==> config.mk <==
export PLATFORM = sky130hd
export DESIGN_NAME = uart_tx_serial
export DESIGN_NICKNAME = d
export VERILOG_FILES = /design/src/rtl/uart_tx_serial.sv
export SDC_FILE = /design/constraint.sdc
export NUM_CORES = 1
export LEC_CHECK = 0
export CAP_MARGIN = 20
export CORE_MARGIN = 2
export CORE_UTILIZATION = 35
export CTS_BUF_LIST = sky130_fd_sc_hd__clkbuf_4
export CTS_CLUSTER_SIZE = 14
export DETAILED_ROUTE_END_ITERATION = 10
export MAX_ROUTING_LAYER = met4
export PLACE_DENSITY = 0.65
export REMOVE_ABC_BUFFERS = 1
export SYNTH_ARGS = -nofsm -noshare
export SYNTH_HDL_FRONTEND = slang
export SYNTH_SLANG_ARGS = --single-unit
export TNS_END_PERCENT = 30
==> constraint.sdc <==
create_clock -name clk_i -period 3.8 [get_ports clk_i]
set_input_delay 0.76 -clock clk_i [delete_from_list [all_inputs] [get_ports clk_i]]
set_output_delay 0.76 -clock clk_i [all_outputs]
set_load 0.02 [all_outputs]
==> src/rtl/uart_tx_serial.sv <==
// UART transmitter: 8N1/8N2 framing with a per-frame latched baud divisor.
// Optional even-parity bit compiled in by defining UART_TX_PARITY_EN.
`timescale 1ns/1ps
module uart_tx_serial #(
    parameter int STOP_BITS = 1
) (
    input  logic        clk_i,
    input  logic        rst_i,
    input  logic [7:0]  din_8b_i,
    input  logic        din_valid_i,
    input  logic [15:0] baud_div_i,
    output logic        tx_busy_o,
    output logic        drop_o,
    output logic        uart_tx_o
);

    localparam logic [2:0] S_IDLE   = 3'd0;
    localparam logic [2:0] S_START  = 3'd1;
    localparam logic [2:0] S_DATA   = 3'd2;
`ifdef UART_TX_PARITY_EN
    localparam logic [2:0] S_PARITY = 3'd3;
`endif
    localparam logic [2:0] S_STOP   = 3'd4;

    localparam logic [2:0] LAST_STOP = 3'(STOP_BITS - 1);

    logic [2:0]  state_q, state_d;
    logic [15:0] cnt_q, cnt_d;
    logic [15:0] div_q, div_d;
    logic [2:0]  idx_q, idx_d;
    logic [7:0]  data_q, data_d;
    logic        busy_q, busy_d;
    logic        drop_q, drop_d;
    logic        tx_q, tx_d;

    logic        bit_end;
    logic [2:0]  idx_nxt;

    assign bit_end = (cnt_q == div_q - 16'd1);
    assign idx_nxt = idx_q + 3'd1;

    // tx_d is the line level for the cycle after this edge, so it is derived
    // from the transition being taken rather than from the current state.
    always_comb begin
        state_d = state_q;
        cnt_d   = bit_end ? 16'd0 : cnt_q + 16'd1;
        div_d   = div_q;
        idx_d   = idx_q;
        data_d  = data_q;
        busy_d  = busy_q;
        drop_d  = din_valid_i && busy_q;
        tx_d    = tx_q;

        case (state_q)
            S_IDLE: begin
                cnt_d = 16'd0;
                tx_d  = 1'b1;
                if (din_valid_i) begin
                    data_d  = din_8b_i;
                    div_d   = (baud_div_i == 16'd0) ? 16'd1 : baud_div_i;
                    idx_d   = 3'd0;
                    busy_d  = 1'b1;
                    tx_d    = 1'b0;
                    state_d = S_START;
                end
            end
            S_START: begin
                if (bit_end) begin
                    tx_d    = data_q[0];
                    state_d = S_DATA;
                end
            end
            S_DATA: begin
                if (bit_end) begin
                    idx_d = idx_nxt;
                    if (idx_q == 3'd7) begin
`ifdef UART_TX_PARITY_EN
                        tx_d    = ^data_q;
                        state_d = S_PARITY;
`else
                        tx_d    = 1'b1;
                        state_d = S_STOP;
`endif
                    end else begin
                        tx_d = data_q[idx_nxt];
                    end
                end
            end
`ifdef UART_TX_PARITY_EN
            S_PARITY: begin
                if (bit_end) begin
                    tx_d    = 1'b1;
                    state_d = S_STOP;
                end
            end
`endif
            S_STOP: begin
                tx_d = 1'b1;
                if (bit_end) begin
                    if (idx_q == LAST_STOP) begin
                        idx_d   = 3'd0;
                        busy_d  = 1'b0;
                        state_d = S_IDLE;
                    end else begin
                        idx_d = idx_nxt;
                    end
                end
            end
            default: begin
                cnt_d   = 16'd0;
                busy_d  = 1'b0;
                tx_d    = 1'b1;
                state_d = S_IDLE;
            end
        endcase
    end

    always_ff @(posedge clk_i or posedge rst_i) begin
        if (rst_i) begin
            state_q <= S_IDLE;
            cnt_q   <= 16'd0;
            div_q   <= 16'd0;
            idx_q   <= 3'd0;
            data_q  <= 8'd0;
            busy_q  <= 1'b0;
            drop_q  <= 1'b0;
            tx_q    <= 1'b1;
        end else begin
            state_q <= state_d;
            cnt_q   <= cnt_d;
            div_q   <= div_d;
            idx_q   <= idx_d;
            data_q  <= data_d;
            busy_q  <= busy_d;
            drop_q  <= drop_d;
            tx_q    <= tx_d;
        end
    end

    assign tx_busy_o = busy_q;
    assign drop_o    = drop_q;
    assign uart_tx_o = tx_q;

endmodule
* Word level (Yosys, flattened, before mapping) *
Index checks and enable logic that the tools add are counted.

cells by class
  $add $sub $neg = 3
  $lt $le $gt $ge = 1
  equal/unequal tests = 11
  mux-type cells = 26
  bitwise operators = 1
  reduce and logical (&&, ||, !) cells = 12

operators with widths
  operator                 number
  $mux W16                 3
  $mux W3                  10
  $add A16 B1 Y16 const B  1
  $eq A16 B16 Y1           1
  $logic_not A16 Y1        1
  $sub A16 B1 Y16 const B  1
  $ne A2 B2 Y1 const B     6
  $pmux W3 S4              1
  $pmux W3 S3              1
  $mux W1                  8
  $reduce_and A4 Y1        2
  $eq A3 B3 Y1 const B     2
  $logic_not A3 Y1         2
  $pmux W1 S3              2
  $reduce_and A6 Y1        1
  $lt A3 B4 Y1 const B     1
  $reduce_and A2 Y1        2
  $add A3 B1 Y3 const B    1
  $bmux W1 S3              1
  $eq A3 B1 Y1 const B     1
  $eq A3 B2 Y1 const B     1
  $reduce_bool A3 Y1       1
  $reduce_or A3 Y1         1
  $reduce_or A2 Y1         1
  other kinds (2)          2

storage, ports and cells
  flip-flop bits (word level) = 49
  input port bits = 27
  output and inout port bits = 3
  word-level logic and storage cells = 62

* Depth between registers and ports, before layout *
  word-level depth = 6
  depth in mapped cells = 11
  mapped depth without buffers = 9

* Worst setup path before layout *
No wires, ideal clock.

  path type = reg2reg
  start point = reg div_q[0]
  end point = reg cnt_q[12]
  library setup time = 0.072 ns
  data arrival time = 2.681 ns
  data required time = 3.728 ns
  path slack = 1.047 ns
  stages on the path, launching flop included = 12
  path buffers = 2
  clock period less this slack = 2.753 ns
  path through = dfrtp_1 -> inv_1 -> ha_1 -> buf_2 -> nor3b_1 -> nand4_1 -> xnor2_1 -> and3_1 -> nor3_1 -> o31ai_4 -> buf_6 -> nor2_1

between the ends
  cells in the longest elaborated chain, start to end = 4

RTL lines
  what                    line  text
  from (decl)             29    logic [15:0] div_q, div_d;
  from (signal assigned)  131   div_q <= div_d;
  $sub A16 B1 Y16         39    assign bit_end = (cnt_q == div_q - 16'd1);
  $eq A16 B16 Y1          39
  $mux W16                46    cnt_d = bit_end ? 16'd0 : cnt_q + 16'd1;
  $mux W16                54    case (state_q)
  named net cnt_d[12]     28    logic [15:0] cnt_q, cnt_d;
  to (signal assigned)    130   cnt_q <= cnt_d;
  to (decl)               28

The timed path passes the listed nets, and every way through them passes these cells.
A chain may end at the register's enable or synchronous reset.

* Worst setup path in the final report *
  start point = reg div_q[0]
  end point = reg cnt_q[14]

The elaborated chain is that of the path after synthesis.

==> reports/results.md <==
| Stage | Parameter | Reported |
| --- | --- | --- |
| run status | Outcome | finished, final reports clean |
| cts | CTS-repair resized insts | 0 |
| die | Full die area | 9410 um^2 |
| critical path | Count of buffering cells on the critical path with inverters included | 2 |
| finish | Number of nets in the finished design | 364 |
| critical path | Nature of the critical path startpoint | flop |
| die | Horiz. Die Dim | 97.0 um |
| cts | CTS root buffer | clkbuf_4 |
| synthesis | Main combinational cell family by area after synthesis | simple AND/OR/NAND/NOR gates |
| finish | Relative area change from synthesis to final layout | 14.2% |
| run | Max-cap violations | 0 |
| sta | Count of pins over their slew limit | 0 |
| die | Number of top-level design ports | 30 |
| cts | CTS clk-pin slew, worst paths | 140 ps |
| sta | Setup violators final | 0 |
| synthesis | Async set-or-reset flop fraction in the synthesized netlist | 100% |
| detailed routing | Average wire per standard cell | 14.3 um |
| cts | Total CTS buffers | 5 |
| synthesis | Post-synthesis instance area | 3030 um^2 |
| critical path | Critical path peak fanout | 16 |
| sta | Post-Route Setup TNS | 0 ps |
| synthesis | Count of state elements after synthesis | 49 |
| synthesis | Number of synthesized flops with an enable pin | 0 |
| finish | Design Area, Final | 3460 um^2 |
| sta | Period utilisation layout | 81.9% |
| global routing | Total gr overflow | 0 |
| critical path | Required @ worst endpoint | 4030 ps |
| critical path | Cell family contributing the most delay on the critical path | compound AO/OA/AOI/OAI gates |
| detailed routing | Total Routed Length | 6260 um |
| synthesis | Post-Synthesis Cells | 309 |
| worst hold path | Hold/Removal Path Class | flop to flop |
| cts | CTS Sinks | 49 |
| detailed routing | Total vias in the final route | 2,351 |
| sta | Peak Freq | 0.321 GHz |
| power | Max rail drop VDD | 0.234 mV |
| cts | Later-pin clock latency in the skew report | 360 ps |
| synthesis | Count of warnings emitted by yosys | 0 |
| power | Post-layout power | 1.38 mW |
| placed design | Final weighted congestion of routability-driven global placement | 0.857 |
| sta | Setup clock skew after layout | 6.91 ps |
| cts | Clock tree buffer depth | 2 |
| synthesis | Part of the Yosys area used for sequential elements | 40.5% |
| critical path | Longest individual stage delay on the worst path | 700 ps |
| cts | Htree depth | 2 |
| placed design | Cell area reported after detailed placement | 3360 um^2 |
| sta | Worst Tran Pin Value | 706 ps |
| detailed routing | Detail-routed via count per cell | 5.37 |
| synthesis | Post-synth cell types | 51 |
| synthesis | Primary FF master, synth | dfrtp_1 |
| synthesis | Post-Synth XOR/XNOR Area | 10.7% |
| synthesis | Post-synthesis simple-gate area fraction | 21.7% |
| synthesis | Average footprint of a synthesized cell | 9.80 um^2 |
| global routing | Largest net degree at the start of global routing | 50 |
| global routing | Antenna violations before repair | 0 |
| die | Die Ht | 97.0 um |
| critical path | Chain of cells forming the critical path | inv_1, ha_1, nor3b_1, buf_4, nand3_1, xor2_1, o211ai_1, o2111ai_1, o31ai_4, nor2_1 |
| detailed routing | Initial DRC Count | 154 |
| sta | Rel. slew slack | 52.9% |
| detailed routing | Number of remaining DRC errors | 0 |
| sta | Final hold violations | 0 |
| critical path | Worst-path cell with the longest stage delay | o31ai_4 |
| sta | Setup repair after global routing missed its margin | false |
| die | Placeable Area | 8300 um^2 |
| power | Ratio of total power to cell area | 400 nW/um^2 |
| synthesis | Top cell type by total area after synthesis | dfrtp_1 |
| power | Static leakage | 1.36 nW |
| die | Initial core utilization | 36.5% |
| synthesis | Post-synthesis share of cell area spent on full adders, half adders and majority gates | 2.07% |
| cts | # Post-CTS Setup Buffers | 0 |
| critical path | Critical path data arrival time | 3340 ps |
| synthesis | Fraction of the mapped netlist area in compound gates | 9.83% |
| synthesis | Ranking of synthesized cells by area | dfrtp_1 40%, mux2_2 7.8%, xnor2_1 6.4%, nor2_1 4.5%, xor2_1 4.3% |
| cts | Number of hold buffers added after CTS | 0 |
| die | Number of placement rows | 33 |
| global routing | Wire length of the first global-routing pass | 10,900 um |
| critical path | Kind of critical path | flop to flop |
| synthesis | Share of cell area taken by muxes after synthesis | 10.3% |
| detailed routing | Length of the first detailed-routing pass in iterations | 4 |
| finish | Number of antenna diodes | 0 |
| critical path | Endpoint class of the critical path | flop |
| finish | Share of final-layout standard cells stronger than drive strength 1 | 13.2% |
| synthesis | Share of Yosys cell area claimed by the top area cell type | 39.7% |
| global routing | Vias in the first global route | 2,260 |
| placed design | Post-DP HPWL | 4720 um |
| finish | Filler Cell Count | 812 |
| detailed routing | Remaining antenna violation count | 0 |
| placed design | Number of I/O port buffers | 29 |
| global routing | All-Layer GR Usage | 14.2% |
| sta | Final min period | 3110 ps |
| cts | Clock tree from TritonCTS | built |
[per-layer routing]
| metal | up-vias | wire length (um) | part of all wire [%] | GRT usage [%] |
|---|---|---|---|---|
| li1 | 1153 | - | - | - |
| met5 | - | 0 | 0 | - |
| met1 | 1146 | 3010 | 48 | 19.3 |
| met4 | 0 | 99 | 1.6 | 4.55 |
| met2 | 45 | 2930 | 47 | 22.1 |
| met3 | 7 | 219 | 3.5 | 2.10 |
[cells in the final DEF (no fill, tap or decap), types with 2 or more instances in the layout]
cell type and n:
nor2b_1 3, nand2_1 19, and2_1 3, or4_4 2
and3_1 3, nor3_1 10, buf_4 3, xor2_1 15
nor3b_1 4, nand2b_1 6, nand4b_1 2, nand3_1 12
nor2_1 36, o2111ai_1 2, a31oi_1 4, mux4_2 2
a21oi_1 5, o21ai_0 8, clkbuf_4 6, a41oi_1 3
or3_1 3, nand4_1 7, nor4_1 10, o31ai_1 5
dfrtp_1 48, o211ai_1 4, clkdlybuf4s50_1 29, ha_1 5
mux2i_1 3, inv_1 7, xnor2_1 22, mux2_2 21
[final cells by class]
cell class / count / area [um^2] / share of cell area, %
clock buffers: 6 / 45.0 / 1.30
clock inverters: 2 / 33.8 / 0.977
inverters: 8 / 30.0 / 0.868
multi-input cells: 235 / 1660 / 47.9
flip-flops and latches: 49 / 1230 / 35.5
well taps: 105 / 131 / 3.80
repair buffers: 33 / 333 / 9.62
[report_power, final]
group / switching, mW / total, mW / internal [mW]
clock network: 0.162 / 0.306 / 0.144
registers: 0.120 / 0.719 / 0.598
logic: 0.164 / 0.357 / 0.194
[flip-flops by register name, indices dropped and copies added (netlist names)]
signal     flops
idx_q          3
drop_o         1
div_q         16
data_q         8
uart_tx_o      1
cnt_q         16
state_q        3
tx_busy_o      1
[worst reg2reg max path, stage by stage (launching register included)]
cell and delay [ps]:
dfrtp_1 460, inv_1 80, ha_1 320, nor3b_1 230
buf_4 170, nand3_1 100, xor2_1 190, o211ai_1 220
o2111ai_1 380, o31ai_4 700, nor2_1 140
[cell families (layout without fill, tap and decap cells)]
kind of cell	count (synthesis)	in the layout
and+or+nand+nor	126	126
DFF	49	49
AOI/OAI and AO/OA	41	41
xor gates and xnor gates	37	37
muxes	26	26
buffers and inverters	25	49
adders and majority gates	5	5
[Yosys cell counts, drive strengths merged (2+ instances only)]
library cell / count
dfrtp: 48
nor2: 36
xnor2: 22
mux2: 21
nand2: 19
xor2: 15
nand3: 12
clkbuf: 11
nor3: 11
nor4: 10
o21ai: 9
inv: 8
nand4: 7
nand2b: 6
o31ai: 6
a21oi: 5
buf: 5
ha: 5
a31oi: 4
and3: 4
nor3b: 4
o211ai: 4
a41oi: 3
and2: 3
mux2i: 3
nor2b: 3
or3: 3
or4: 3
a31o: 2
and4: 2
mux4: 2
nand4b: 2
o2111ai: 2
[worst paths after layout]
kind | startpoint | to | slack, ps | cells past startpoint
max | div_q[0] | cnt_q[14] | 690 | 10
min | data_q[1] | data_q[1] | 520 | 1
max reg2reg | div_q[0] | cnt_q[14] | 690 | 10
min reg2reg | data_q[1] | data_q[1] | 520 | 1
max in group asynchronous | rst_i | uart_tx_o | 2600 | 3
min in group asynchronous | rst_i | div_q[4] | 650 | 2
[through the flow]
| stage | hold WS (ps) | std cells | util [%] | setup WS [ps] |
|---|---|---|---|---|
| 2_1_floorplan | 475 | 292 | - | 643 |
| 3_3_place_gp | 485 | 429 | 40.5 | 837 |
| 3_5_place_dp | 496 | 429 | 40.5 | 732 |
| 4_1_cts | 528 | 437 | 41.4 | 676 |
| 5_1_grt | 541 | 438 | 41.7 | 343 |
| 6_report | 525 | 438 | 41.7 | 688 |
No activity file was read; power rests on OpenSTA's default activity.
